<file path="config.mk">
export PLATFORM = sky130hd
export DESIGN_NAME = decrypt_engine
export DESIGN_NICKNAME = d
export VERILOG_FILES = /design/src/rtl/decrypt_engine.sv
export SDC_FILE = /design/constraint.sdc
export NUM_CORES = 1
export LEC_CHECK = 0
export CAP_MARGIN = 20
export CELL_PAD_IN_SITES_DETAIL_PLACEMENT = 0
export CELL_PAD_IN_SITES_GLOBAL_PLACEMENT = 1
export CORE_ASPECT_RATIO = 0.8
export CORE_MARGIN = 5
export CORE_UTILIZATION = 35
export CTS_BUF_LIST = sky130_fd_sc_hd__clkbuf_2 sky130_fd_sc_hd__clkbuf_4 sky130_fd_sc_hd__clkbuf_8
export CTS_CLUSTER_DIAMETER = 50
export DETAILED_ROUTE_END_ITERATION = 8
export GPL_ROUTABILITY_DRIVEN = 0
export PLACE_DENSITY_LB_ADDON = 0.1
export SYNTH_ARGS = -nofsm -noshare
export SYNTH_HDL_FRONTEND = slang
export SYNTH_SLANG_ARGS = --single-unit
</file>
<file path="constraint.sdc">
create_clock -name clk -period 2.23 [get_ports clk]
set_input_delay 0.3345 -clock clk [delete_from_list [all_inputs] [get_ports clk]]
set_output_delay 0.3345 -clock clk [all_outputs]
set_load 0.01 [all_outputs]
</file>
<file path="src/rtl/decrypt_engine.sv">
// Byte-stream decrypter: undoes the encrypter's per-bit permutation and rolling 3-key XOR.
// Two-stage valid/ready pipeline with a small register-mapped key/permutation config port.
module decrypt_engine #(
   parameter int          DATA_W   = 8,   // only 8 is meaningful: the permutation has 3-bit entries
   parameter logic [7:0]  DEF_K1   = 8'hDE,
   parameter logic [7:0]  DEF_K2   = 8'hAD,
   parameter logic [7:0]  DEF_K3   = 8'hBE,
   parameter logic [23:0] DEF_PERM = {3'd0, 3'd1, 3'd2, 3'd3, 3'd4, 3'd5, 3'd6, 3'd7}
) (
   input  logic              clk,
   input  logic              reset,
   input  logic              config_mode,
   input  logic              cfg_we,
   input  logic [3:0]        cfg_addr,
   input  logic [7:0]        cfg_data,
   output logic              cfg_busy,
   output logic              perm_err,
   input  logic              in_valid,
   output logic              in_ready,
   input  logic [DATA_W-1:0] in_data,
   input  logic              in_last,
   output logic              out_valid,
   input  logic              out_ready,
   output logic [DATA_W-1:0] out_data,
   output logic              out_last
);

   localparam logic [7:0] DEF_KEY [3] = '{DEF_K1, DEF_K2, DEF_K3};

   logic [7:0] key_q  [3];
   logic [7:0] key_d  [3];
   logic [2:0] perm_q [8];
   logic [2:0] perm_d [8];
   logic       perm_err_q, perm_err_d;
   logic [1:0] idx_q, idx_d;

   logic              s1_valid_q, s1_valid_d, s1_last_q, s1_last_d;
   logic [DATA_W-1:0] s1_data_q, s1_data_d;
   logic              s2_valid_q, s2_valid_d, s2_last_q, s2_last_d;
   logic [DATA_W-1:0] s2_data_q, s2_data_d;

   logic              s1_adv, in_fire, cfg_wr, perm_dup;
   logic [7:0]        key_sel;
   logic [2:0]        perm_use [8];
   logic [DATA_W-1:0] dec;

   assign s1_adv   = !s2_valid_q || out_ready;
   assign in_ready = !s1_valid_q || s1_adv;
   assign in_fire  = in_valid && in_ready;
   assign cfg_busy = s1_valid_q || s2_valid_q || in_fire;
   assign cfg_wr   = cfg_we && !cfg_busy;

   assign perm_err  = perm_err_q;
   assign out_valid = s2_valid_q;
   assign out_data  = s2_data_q;
   assign out_last  = s2_last_q;

   // Addresses 11-15 match no entry, so those writes fall through untouched.
   always_comb begin
      for (int i = 0; i < 3; i++) begin
         key_d[i] = key_q[i];
         if (cfg_wr && cfg_addr == 4'(i)) key_d[i] = cfg_data;
      end
      for (int i = 0; i < 8; i++) begin
         perm_d[i] = perm_q[i];
         if (cfg_wr && cfg_addr == 4'(i + 3)) perm_d[i] = cfg_data[2:0];
      end
   end

   always_comb begin
      perm_dup = 1'b0;
      for (int i = 0; i < 8; i++)
         for (int j = i + 1; j < 8; j++)
            if (perm_q[i] == perm_q[j]) perm_dup = 1'b1;
      perm_err_d = perm_dup;
   end

   always_comb begin
      case (idx_q)
         2'd1:    key_sel = config_mode ? key_q[1] : DEF_KEY[1];
         2'd2:    key_sel = config_mode ? key_q[2] : DEF_KEY[2];
         default: key_sel = config_mode ? key_q[0] : DEF_KEY[0];
      endcase
   end

   // A broken programmed permutation falls back to the default rather than corrupting data.
   generate
      for (genvar gi = 0; gi < 8; gi++) begin : g_perm_sel
         assign perm_use[gi] = (config_mode && !perm_err_q) ? perm_q[gi] : DEF_PERM[3*gi +: 3];
      end
   endgenerate

   always_comb begin
      dec = '0;
      for (int j = 0; j < 8; j++) dec[perm_use[j]] = s1_data_q[j];
   end

   always_comb begin
      idx_d      = idx_q;
      s1_valid_d = s1_valid_q;
      s1_data_d  = s1_data_q;
      s1_last_d  = s1_last_q;
      s2_valid_d = s2_valid_q;
      s2_data_d  = s2_data_q;
      s2_last_d  = s2_last_q;
      if (in_fire) idx_d = (in_last || idx_q == 2'd2) ? 2'd0 : idx_q + 2'd1;
      if (s1_adv) begin
         s2_valid_d = s1_valid_q;
         if (s1_valid_q) begin
            s2_data_d = dec;
            s2_last_d = s1_last_q;
         end
         s1_valid_d = 1'b0;
      end
      if (in_fire) begin
         s1_valid_d = 1'b1;
         s1_data_d  = in_data ^ key_sel;
         s1_last_d  = in_last;
      end
   end

   always_ff @(posedge clk) begin
      if (reset) begin
         for (int i = 0; i < 3; i++) key_q[i] <= DEF_KEY[i];
         for (int i = 0; i < 8; i++) perm_q[i] <= DEF_PERM[3*i +: 3];
         perm_err_q <= 1'b0;
         idx_q      <= 2'd0;
         s1_valid_q <= 1'b0;
         s1_data_q  <= '0;
         s1_last_q  <= 1'b0;
         s2_valid_q <= 1'b0;
         s2_data_q  <= '0;
         s2_last_q  <= 1'b0;
      end else begin
         for (int i = 0; i < 3; i++) key_q[i] <= key_d[i];
         for (int i = 0; i < 8; i++) perm_q[i] <= perm_d[i];
         perm_err_q <= perm_err_d;
         idx_q      <= idx_d;
         s1_valid_q <= s1_valid_d;
         s1_data_q  <= s1_data_d;
         s1_last_q  <= s1_last_d;
         s2_valid_q <= s2_valid_d;
         s2_data_q  <= s2_data_d;
         s2_last_q  <= s2_last_d;
      end
   end

endmodule
</file>
== Word level (Yosys, flattened, before mapping) ==
Memory sizes are Yosys's and may differ from the RTL's.
Cells that the tools add are included.
Word-level totals
  flip-flop bits (word level): 23
  memory bits (writable): 48
  logic and storage cells: 205
  memories: 2
Operators by class
  $add $sub $neg: 1
  magnitude comparators: 16
  eq/ne operators: 40
  mux-type cells: 91
  bitwise logic cells: 13
  reduce and logical (&&, ||, !) cells: 34
Memory list
  key_q: words 3, width 8, read ports 3, clocked after Yosys merged registers in 0, write ports 3, RTL line 30  | logic [7:0] key_q [3];
  perm_q: words 8, width 3, read ports 8, clocked after Yosys merged registers in 0, write ports 8, RTL line 32  | logic [2:0] perm_q [8];
Operators with widths (count)
  3-bit == test: 28
  3-bit two-way mux: 24
  8-bit two-way mux: 9
  8-bit bitwise mux: 7
  1-bit two-way mux: 41
  3-bit by 4-bit less-than comparator with 1-bit output, second input constant: 8
  1-bit demux with 3-bit select: 8
  3-bit by 1-bit >= comparator with 1-bit output, second input constant: 8
  1-bit logical AND: 22
  4-bit by 3-bit == test with 1-bit output, second input constant: 4
  8-bit case mux with 2 select lines: 1
  4-bit == test, second input constant: 3
  1-bit bitwise OR: 11
  8-bit AND: 1
  4-bit by 2-bit == test with 1-bit output, second input constant: 2
  8-bit XOR: 1
  1-bit logical OR: 5
  4-bit by 1-bit == test with 1-bit output, second input constant: 1
  1-bit zero test: 4
  4-bit zero test: 1
  2-bit by 1-bit adder with 2-bit output, second input constant: 1
  2-bit by 1-bit == test with 1-bit output, second input constant: 1
  2-bit == test, second input constant: 1
  2-bit two-way mux: 1
  2 further kinds: 2

== Longest topological paths before layout ==
  depth after elaboration: 29
  depth in mapped cells: 9
  mapped depth without buffers: 8

== Worst setup path after synthesis ==
Ideal clock, no wire load.
  path kind: register to register
  start point: reg s2_valid_q, in the netlist out_valid
  end point: mem key_q[0][1]
  data arrival time: 1.769 ns
  required time: 2.101 ns
  setup slack: 0.332 ns
  cell stages (with the launch flop): 6
  buffers on the path: 0
  period minus slack after synthesis: 1.898 ns
  cell sequence: dfxtp_1 > nor4b_4 > or3b_4 > nor3_4 > mux2i_1 > nand2_1
RTL lines
  start: declaration: RTL line 39  | logic s2_valid_q, s2_valid_d, s2_last_q, s2_last_d;
  start signal: assignment: RTL line 142  | s2_valid_q <= s2_valid_d;
  end: declaration: RTL line 30

==> metrics.cfg <==
[routing]
firstDrtPassIters = 5
drt_first_iter_violations = 427
drc = 0
ant_nets = 0
viasPerCell = 5.69
wirelength_mm = 18.9
wire_per_inst_um = 19.6
vias = 5487

[global_routing]
first_global_vias = 5427
grt_remaining_overflow = 0
antenna_found_initial = 0
track_usage = 0.218
grt_max_degree = 27
grt_pass1_wl_mm = 30.4

[layout]
layout-drive-gt1-share = 0.147
multi_input_area_mm2 = 0.00348
antenna_cells = 0
nets = 799
fin_cells = 964
finalInstanceArea_mm2 = 0.00648
register_area_mm2 = 0.00142
syn2layout_area_growth_pct = 23.8
n_fill_cell = 1453
layout_commonest_cell = buf_4
layout_common_cells = 88 x buf_4, 86 x nand2_1, 70 x dfxtp_1

[power]
p_leak_nw = 2.43
peakVddDrop_uv = 346
power.density_mw_per_mm2 = 454
report.power.total_mw = 2.94

[yosys]
synthSimpleGateAreaFrac = 0.275
avgSynthCellArea_um2 = 7.45
synthMuxAreaShare = 0.0554
synthesis.nets = 732
ys_warn_count = 0
ys_ff_latch = 71
synth_top_family_by_area = simple AND/OR/NAND/NOR gates
syn_area_mm2 = 0.00524
synth_fa_ha_area_frac = 0.00478
synth_compound_area_frac = 0.175
synth_xor_area_frac = 0.154
synthCells = 703
synth_edf_count = 0
ys_async_sr_fraction = 0
seq_area_frac_synth = 0.272
synth_flop_cell = dfxtp_1
synth_cell_type_count = 60

[clock_network]
cts_root_buf = clkbuf_8
clock-sinks = 71
post-cts-setup-buffers = 0
clock_path_buffers = 2
numCtsBuffers = 9
htree_levels = 3
worstSkewPairLatency_ns = 0.35
cts_tree = done
path_clk_slew_ns = 0.08

[floorplan]
die-area_mm2 = 0.0175
die_w_um = 147
num_rows = 40
start_util = 0.352
dieHeight_um = 119
io-pin-count = 40
coreArea_mm2 = 0.0149

[timing]
fin_skew_ns = 0.0132
period_minus_slack_ns = 2.11
slew_headroom = 0.508
rsz0062_at_grt = no
hold_ws_ns = 0.458
worst_pin_slew_ns = 0.737
period_share = 0.945
finalSetupViolations = 0
fmax_ghz = 0.475
slew_viol_final = 0
hold_viol = 0

[place]
io_buffers = 39
dp_hpwl_mm = 13.8
dpl.cell_count = 948
place_area_mm2 = 0.00625

[critical_path]
arrival_ns = 2.29
start_kind = flip-flop
cp_num_buf_inv = 1
end_kind = flip-flop
cp.required_ns = 2.42
crit_path_max_fanout = 13
worstPathCellList = buf_4 -> xor2_1 -> nor3_1 -> nor4_1 -> a41oi_1
slowest_delay_ns = 0.79
worstSetupPathType = flip-flop to flip-flop
crit_family = flip-flops
cp_slowest_cell = dfxtp_1

[min_path]
holdCritPathClass = flip-flop to flip-flop

[run]
maxCapViolations = 0

[run_status]
outcome = complete, no violations

-- path summary, 6_finish.rpt --
check / start / slack [ns] / cells past startpoint / endpoint
setup / recovery: perm_q[1][6] / 0.12 / 5 / perm_err
hold / removal: key_q[0][12] / 0.46 / 2 / key_q[0][12]
setup reg to reg: perm_q[1][6] / 0.12 / 5 / perm_err
hold reg to reg: key_q[0][12] / 0.46 / 2 / key_q[0][12]
-- final cells by class --
| class | count | area share |
|---|---|---|
| multi-input cells | 546 | 0.537 |
| clock buffers | 12 | 0.0255 |
| flip-flops and latches | 71 | 0.220 |
| well taps | 189 | 0.0365 |
| clock inverters | 4 | 0.00811 |
| inverters | 14 | 0.00811 |
| repair buffers | 128 | 0.165 |
-- synth_stat cells (all sizes together), types with 6 or more instances --
cell | count | share of area
a211oi | 9 | 0.013
a21oi | 37 | 0.035
a22oi | 7 | 0.010
a31oi | 18 | 0.022
buf | 31 | 0.026
clkbuf | 41 | 0.029
dfxtp | 71 | 0.27
inv | 14 | 0.010
mux2i | 29 | 0.055
nand2 | 86 | 0.062
nand2b | 10 | 0.012
nand3 | 63 | 0.060
nand3b | 6 | 0.0086
nand4 | 9 | 0.011
nor2 | 42 | 0.030
nor2b | 10 | 0.012
nor3 | 23 | 0.024
nor4 | 8 | 0.0096
o21ai | 18 | 0.017
o31ai | 6 | 0.0086
xnor2 | 44 | 0.074
xor2 | 48 | 0.080
-- repair_timing --
action | 4_1_cts | 5_1_grt
endpoints found under the setup margin | 0 | 2
resized for setup | 0 | 2
hold buffers | 0 | 0
-- worst register-to-register path: stages (launching register included) --
cell and delay, ns:
dfxtp_1 0.79, buf_4 0.29, xor2_1 0.16, nor3_1 0.07, nor4_1 0.40, a41oi_1 0.23
-- kinds of logic (layout without fill, tap and decap cells) --
family / after synthesis / after routing
DFF: 71 / 71
buffers and inverters: 86 / 158
adders and majority gates: 2 / 2
AOI/OAI and AO/OA: 139 / 139
muxes: 29 / 29
xor gates and xnor gates: 92 / 92
and+or+nand+nor: 284 / 284
-- report_power, final --
part           internal [mW]  switching, mW  total (mW)
Clock                  0.609          0.521        1.13
Combinational          0.207          0.261       0.468
Sequential              1.30         0.0461        1.35
Total                   2.11          0.829        2.94
-- stage by stage --
stage          setup slack (ns)   util  TNS, ns
2_1_floorplan             0.332      -        0
3_3_place_gp             -0.216  0.421    -1.75
3_5_place_dp             -0.219  0.421    -2.25
4_1_cts                  0.0910  0.435        0
5_1_grt                  0.0105  0.436        0
6_report                  0.123  0.436        0
-- metal layers --
metal  part of all wire  GRT usage  routed length, um  vias up
li1                   -          -                  -     2625
met1               0.49      0.312               9250     2614
met2               0.43      0.333               8080      214
met3              0.061     0.0411               1160       34
met4              0.021     0.0593                403        0
met5                  0          0                  0        -
-- registers in the layout, summed over array words and instances, names as in the netlist --
name and flops:
idx_q 2, key_q 24, out_data 8, out_last 1
out_valid 1, perm_err 1, perm_q 24, s1_data_q 8
s1_last_q 1, s1_valid_q 1
Power figures use the tool's default switching activity.
==> patch, RTL diff (same settings) <==
Register the input `cfg_data` before use, cleared by the reset. The logic sees it one clock later. The other inputs are not delayed to match.
--- a/src/rtl/decrypt_engine.sv
+++ b/src/rtl/decrypt_engine.sv
@@ -27,4 +27,14 @@
 
    localparam logic [7:0] DEF_KEY [3] = '{DEF_K1, DEF_K2, DEF_K3};
+
+   logic [7:0] cfg_data_q;
+
+   always_ff @(posedge clk) begin
+      if (reset) begin
+         cfg_data_q <= '0;
+      end else begin
+         cfg_data_q <= cfg_data;
+      end
+   end
 
    logic [7:0] key_q  [3];
@@ -60,9 +70,9 @@
       for (int i = 0; i < 3; i++) begin
          key_d[i] = key_q[i];
-         if (cfg_wr && cfg_addr == 4'(i)) key_d[i] = cfg_data;
+         if (cfg_wr && cfg_addr == 4'(i)) key_d[i] = cfg_data_q;
       end
       for (int i = 0; i < 8; i++) begin
          perm_d[i] = perm_q[i];
-         if (cfg_wr && cfg_addr == 4'(i + 3)) perm_d[i] = cfg_data[2:0];
+         if (cfg_wr && cfg_addr == 4'(i + 3)) perm_d[i] = cfg_data_q[2:0];
       end
    end
Behaviour: not the same (Yosys sat finds a counterexample within 4 cycles, from zero or initial values and one cycle with reset high).
==> patch against the original RTL <==
Register-to-register slack improved by 0.04 ns. Clock power is 18% higher. Setup slack better by 0.020 ns. Via count down 2.8%. Final cell count increased by 1.5%. Worst hold slack gained 0.0039 ns. Sequential cell count rose by 8. Sequential power rose by 13%. Die area rose by 5.5%. Design area grew 3.7%. Routed wire length is 2.1% lower. Area after synthesis rose by 5.9%. Sequential share of layout area increased by 1.6 points. Total power up 12%. Highest routed layer unchanged.
==> patch: results (changes against the original RTL) <==
Clk Latency, worst-skew pair=0.37 ns (+0.02 ns); syn avg cell area=7.93 um^2 (+6.5%); Syn Nets=728 (-0.55%); Worst Setup SP=out_valid; sequential element share of the synthesized area=28.5% (+1.4 points); 1st-pass router iterations=8 (+3); Clk pin slew, worst setup/hold paths=0.09 ns; worst reg2reg setup slack=0.16 ns (+0.04 ns); pin count of the biggest net entering global routing=32 (+19%); CTS HTree Levels=3 (unchanged); drt via density=5.45 (-4.2%); Max IR drop VDD=0.000284 V (-18%); status=finished, final reports clean; Finished Layout Cells=978 (+1.5%); Crit Path Max Fanout=5 (-8); NetSw=0.878 mW (+5.9%); initial antenna violation count=0 (unchanged); Reg-to-Reg End=s1_data_q[7]; worst hold path endpoint=key_q[0][9]; commonest cells in the netlist=dfxtp_1 (79), nand2_1 (62), xor2_1 (48); port bufs=39 (unchanged); post-synthesis cell type count=79 (+32%); worst r2r src=idx_q[0]; critical path endpoint=in_ready; number of fill cells in the layout=1,602 (+10%); number of diodes=0 (unchanged); Final Routed Wirelength=18.5 mm (-2.1%); Synth warnings=0 (unchanged); largest registers=key_q x24, perm_q x24; hold slack=0.462 ns (+0.00395 ns); Rel. slew slack=51.1% (+0.23 points); Post-synth ARST share=0% (unchanged); hold wc startpoint=key_q[0][9]; vias in the first global route=5,141 (-5.3%); HPWL after DPL=13.6 mm (-0.98%); Placed Cells=962 (+1.5%); first-pass GRT wire length=29.3 mm (-3.8%); fraction of layout cells with a size suffix above 1=14.7% (-0.031 points); Overall Global Routing Usage=20.5% (-1.3 points); Clock Skew=0.0115 ns (-0.00173 ns); 1st-iter DRT viols=490 (+15%); Worst R2R Path Depth=8 (+3); GR Overflow Total=0 (unchanged); CTS Buf Count=9 (unchanged); Post-CTS Resized=0 (unchanged); # nets final=787 (-1.5%); arrival time worst endpoint=1.75 ns (-0.54 ns); Area contributors post-synth=dfxtp_1 (29%), xor2_1 (7.6%), xnor2_1 (6.9%); leakage power=2.49 nW (+2.5%)
[patch: cell types whose count changed after synthesis, moves of 15 or more]
cell and delta:
nand3_1 -22, buf_2 +16, buf_1 -15, nand2_1 -24, nor2b_1 +16, clkbuf_1 -15
[patch: metrics by stage]
| stage | worst slack, ns | cell area (um^2) |
|---|---|---|
| 6_report | 0.143 | 6720 |
| 3_3_place_gp | -0.0802 | 6470 |
| 4_1_cts | 0.125 | 6710 |
| 2_1_floorplan | 0.495 | 5550 |
| 3_5_place_dp | -0.153 | 6470 |
| 5_1_grt | 0.000806 | 6720 |
[patch: area by class of cell]
cell class / count / area (um^2) / share of cell area (%)
timing repair buffer: 114 / 986 / 14.7
sequential: 79 / 1580 / 23.6
inverter: 15 / 56.3 / 0.838
clock inverter: 7 / 120 / 1.79
clock buffer: 9 / 124 / 1.84
tap: 215 / 269 / 4.00
multi-input combinational: 539 / 3580 / 53.3
[patch: cells by family after synthesis]
kind of cell / synth area share, %
flip-flops: 28.5
adder cells (fa/ha/maj): 0.451
multiplexers: 4.02
XOR/XNOR: 14.5
buffers and inverters: 7.04
AO/OA/AOI/OAI: 17.9
AND/OR/NAND/NOR: 27.6
[patch: layer usage]
metal,vias up,global-route usage [%],part of all wire [%]
li1,2585,-,-
met1,2541,29.8,49
met2,187,30.5,43
met3,21,4.91,6.6
met4,0,4.59,1.3
met5,-,0,0
[patch: critical path: stages (launching register included)]
cell and delay, ns:
dfxtp_1 0.38, nor2b_1 0.33, nand2_1 0.17, clkdlybuf4s50_1 0.51
[patch: power groups by stage]
stage,sequential (mW),clock (mW),combinational [mW]
final,1.52,1.33,0.436
after global routing,1.53,1.42,0.477
after CTS,1.52,1.37,0.436
after detailed placement,1.55,0,0.432
after global placement,1.55,0,0.430
after floorplan,1.51,0,0.264
